**config.mk**
```make
export PLATFORM = sky130hd
export DESIGN_NAME = hall_call_latch
export DESIGN_NICKNAME = d
export VERILOG_FILES = /design/src/rtl/hall_call_latch.sv
export SDC_FILE = /design/constraint.sdc
export NUM_CORES = 1
export LEC_CHECK = 0
export CORE_MARGIN = 8
export CORE_UTILIZATION = 39
export DETAILED_ROUTE_END_ITERATION = 6
export GPL_TIMING_DRIVEN = 0
export PLACE_DENSITY = 0.82
export SLEW_MARGIN = 20
export SYNTH_ARGS = -nofsm -noshare
export SYNTH_HDL_FRONTEND = slang
export SYNTH_SLANG_ARGS = --single-unit
export TNS_END_PERCENT = 100
```
**constraint.sdc**
```tcl
create_clock -name clk -period 0.8 [get_ports clk]
set_input_delay 0.12 -clock clk [delete_from_list [all_inputs] [get_ports clk]]
set_output_delay 0.12 -clock clk [all_outputs]
set_load 0.01 [all_outputs]
```
**src/rtl/hall_call_latch.sv**
```systemverilog
// Request-capture stage for the elevator controller: synchronise, debounce and edge-detect the raw
// buttons, then hold each accepted press as a sticky request until the controller clears it.
// Build option: define HALL_CALL_DEBOUNCE_EN to compile in the DB_CYCLES debounce filter.
module hall_call_latch #(
  parameter int NUM_BTN   = 7,
  parameter int DB_CYCLES = 1000,
  parameter int DB_W      = 10
) (
  input  logic               clk,
  input  logic               rst_n,
  input  logic [NUM_BTN-1:0] btn_raw,
  input  logic [NUM_BTN-1:0] clr,
  output logic [NUM_BTN-1:0] req,
  output logic [NUM_BTN-1:0] lamp,
  output logic [NUM_BTN-1:0] press_pulse
);

  // Refuse to elaborate configurations the bit map or the counter cannot represent.
  if (NUM_BTN != 7 || DB_CYCLES < 1 || DB_CYCLES >= (1 << DB_W)) begin : g_bad_cfg
    $error("hall_call_latch: unsupported NUM_BTN/DB_CYCLES/DB_W combination");
  end

  logic [NUM_BTN-1:0] s1;
  logic [NUM_BTN-1:0] s2;
  logic [NUM_BTN-1:0] db;
  logic [NUM_BTN-1:0] db_d;

  // NOTE: sequential blocks use <= so every flop samples pre-edge values; with = the second
  // synchroniser stage would collapse into the first.
  always_ff @(posedge clk or negedge rst_n) begin
    if (!rst_n) begin
      s1   <= '0;
      s2   <= '0;
      db_d <= '0;
      req  <= '0;
    end else begin
      s1   <= btn_raw;
      s2   <= s1;
      db_d <= db;
      // clr wins: a press landing while the controller services that button is dropped.
      req  <= ~clr & (req | press_pulse);
    end
  end

`ifdef HALL_CALL_DEBOUNCE_EN
  logic [DB_W-1:0] cnt [NUM_BTN];

  // db flips only after s2 has disagreed with it for DB_CYCLES consecutive cycles.
  always_ff @(posedge clk or negedge rst_n) begin
    if (!rst_n) begin
      db <= '0;
      for (int i = 0; i < NUM_BTN; i++) cnt[i] <= '0;
    end else begin
      for (int i = 0; i < NUM_BTN; i++) begin
        if (s2[i] == db[i]) begin
          cnt[i] <= '0;
        end else if (cnt[i] == DB_W'(DB_CYCLES - 1)) begin
          db[i]  <= s2[i];
          cnt[i] <= '0;
        end else begin
          cnt[i] <= cnt[i] + DB_W'(1);
        end
      end
    end
  end
`else
  always_ff @(posedge clk or negedge rst_n) begin
    if (!rst_n) db <= '0;
    else        db <= s2;
  end
`endif

  // NOTE: press_pulse is a pure AND of two registers, so it is glitch-free within the cycle
  // and needs no flop of its own.
  assign press_pulse = db & ~db_d;
  assign lamp        = req;

endmodule

```
==> run_results.csv <==
group,metric,value,unit
status,status,"complete, but fails checks",
status,violations,"hold timing, setup timing",
setup_path,start_kind,"register",
setup_path,slowest_stage,"dfrtp_1",
worst_hold_path,worstHoldPathType,"primary input to asynchronous set/reset pin",
route,drt_iter0_drc,7,
power_and_ir_drop,internal-power,2670,µW
synthesis,ys_warn_count,0,
final_layout,n_antenna_cell,0,
clock_network,clock_sinks,35,
route,antenna_left,0,
sta,setup_viol,25,
sta,tightest_slew,0.733,ns
global_route,grt_pass1_wl,3080,µm
die,fp.dieH,69.0,µm
route,wl_per_cell,13.8,µm
global_route,track_usage,8.87,%
sta,setup_slack,-0.293,ns
global_route,grt_pass1_vias,703,
die,coreArea,2710,µm²
die,io_pins,37,
final_layout,drive_gt1_share,50.9,%
setup_path,crit_path_frequent_cell,"buf_6",
clock_network,clock_path_buffers,2,
route,drt-total-wl,2000,µm
synthesis,syn_area,1090,µm²
setup_path,required,0.68,ns
die,fp.dieW,69.0,µm
power_and_ir_drop,sequentialPowerShare,56.8,%
global_route,gr-total-overflow,0,
synthesis,synth_cell_types,4,
power_and_ir_drop,ir_worst_vdd,1830,µV
final_layout,nets,129,
place,dp_hpwl,1410,µm
setup_path,path_cells,"buf_6 -> buf_6",
synthesis,syn_inst,56,
die,die-area,4760,µm²
clock_network,cts-htree-levels,2,
synthesis,syn_area_per_cell,19.6,µm²
route,via_per_inst,4.10,
global_route,antenna_found_initial,0,
setup_path,end_kind,"primary output",
place,dp_slack,-0.398,ns
setup_path,arrival,0.97,ns
setup_path,crit_type,"register to primary output",
clock_network,cts_tree,"done",
sta,period_needed,1.09,ns
sta,grt_setup_unrepaired,"yes",
power_and_ir_drop,total_power,3380,µW
setup_path,cp_max_fo,3,
power_and_ir_drop,power.net_switching,709,µW
sta,hold_violations,35,
power_and_ir_drop,combPwrFrac,12.8,%
sta,period_share,137,%
sta,max_slew_margin,51.2,%
power_and_ir_drop,leakage,0.000866,µW
clock_network,clkTransAtPathRegs,0.10,ns
synthesis,synth_seq_cells,35,
power_and_ir_drop,swShare,21.0,%
final_layout,fillCellCount,209,
clock_network,clkLatencyLatePin,0.31,ns
die,row_count,19,
place,numPortBuffers,36,
power_and_ir_drop,p_clk_share,30.4,%
die,start_util,40.4,%
final_layout,fin_util,62.2,%
route,drc_errors,0,
route,vias,595,
sta,hold_slack,-0.143,ns
setup_path,path_buf_inv,2,
place,gp_congestion,0.673,
clock_network,cts_made_buffers,5,
synthesis,synth_nets,72,
sta,maxClockFrequency,915,MHz
power_and_ir_drop,p_per_area,2000,nW/µm²
global_route,grt_max_degree,36,
sta,fin_skew,0.00542,ns
setup_path,cpLargestDelayFamily,"flip-flops",
clock_network,root_buffer,"clkbuf_4",
flow_run,cap_violations,0,
sta,slew_violations,0,
final_layout,area_delta_synth_final,53.9,%
route,drt_first_pass_iters,2,
synthesis,yosysSeqAreaShare,80.0,%
setup_path,max_stage_delay,0.43,ns
[worst paths after layout]
kind | start | end | slack (ns) | cells after the start
min in group clk | btn_raw[5] | s1[5]$_DFF_PN0_ | 0.24 | 1
min reg2reg | s2[1]$_DFF_PN0_ | db[1]$_DFF_PN0_ | 0.35 | 0
max in group asynchronous | rst_n | s2[3]$_DFF_PN0_ | 0.48 | 1
max | lamp[3]$_DFF_PN0_ | req[3] | -0.29 | 2
min | rst_n | db[2]$_DFF_PN0_ | -0.14 | 1
max reg2reg | db[1]$_DFF_PN0_ | lamp[1]$_DFF_PN0_ | -0.24 | 4
[layout make-up]
type	count	area (µm²)	share of cell area [%]
plain buffers	7	78.8	4.68
clock buffers	8	68.8	4.08
multi-input cells	14	173	10.2
flip-flops and latches	35	876	52.0
well taps	31	38.8	2.30
repair buffers	50	450	26.7
[layout by cell type, fill, tap and decap left out, drive strengths merged]
master | Yosys | routed
nor2b | 7 | 7
o21ba | 7 | 7
clkdlybuf4s50 | 0 | 14
clkbuf | 0 | 8
buf | 7 | 43
dfrtp | 35 | 35
[synthesized netlist by cell type]
cell type | number | area share [%]
o21ba_1 | 7 | 6.4
buf_4 | 7 | 4.8
nor2b_4 | 7 | 8.8
dfrtp_1 | 35 | 80
[what timing repair did]
item,4_1_cts,5_1_grt
setup endpoints to repair,21,27
cloned,0,0
pin swaps,1,0
gates resized for setup,105,4
endpoints found under the hold margin,35,35
buffers inserted,7,8
[kinds of logic after synthesis]
logic type | after synthesis | share of synthesized area [%]
and+or+nand+nor | 7 | 8.80
buffers and inverters | 7 | 4.80
AOI/OAI and AO/OA | 7 | 6.40
DFF | 35 | 80.0
[worst register-to-register path, delay by kind of cell, from the launching register on]
kind | cells | cell delay, ns
buf+inv | 2 | 0.25
compound gates | 1 | 0.17
flops | 1 | 0.39
simple gates | 1 | 0.13
[registers in the layout, indices dropped and copies added (netlist names)]
| register | count |
|---|---|
| db | 7 |
| s1 | 7 |
| lamp | 7 |
| db_d | 7 |
| s2 | 7 |
[power groups by stage]
stage               Clock (µW)  Combinational, µW  Sequential (µW)
global route              1140                464             1930
CTS                       1050                401             1920
floorplan                    0                114             1950
finish                    1030                431             1920
global placement             0                359             1940
detailed placement           0                367             1950
[layer usage]
| metal | wire length, µm | track usage [%] |
|---|---|---|
| met5 | 0 | 0 |
| met4 | 0 | 3.76 |
| met3 | 174 | 4.20 |
| met2 | 1050 | 14.2 |
| met1 | 767 | 9.98 |
[metrics by stage]
| step | TNS (ns) | cell area, µm² | hold slack, ns | cells |
|---|---|---|---|---|
| after CTS | -5.95 | 1620 | -0.137 | 138 |
| after detailed placement | -6.59 | 1490 | 0.219 | 123 |
| after floorplan | 0 | 1090 | -0.176 | 56 |
| after global routing | -7.21 | 1690 | -0.0995 | 145 |
| after global placement | -40.20 | 1490 | 0.333 | 123 |
| final | -6.00 | 1690 | -0.143 | 145 |
Power figures use the tool's default switching activity.
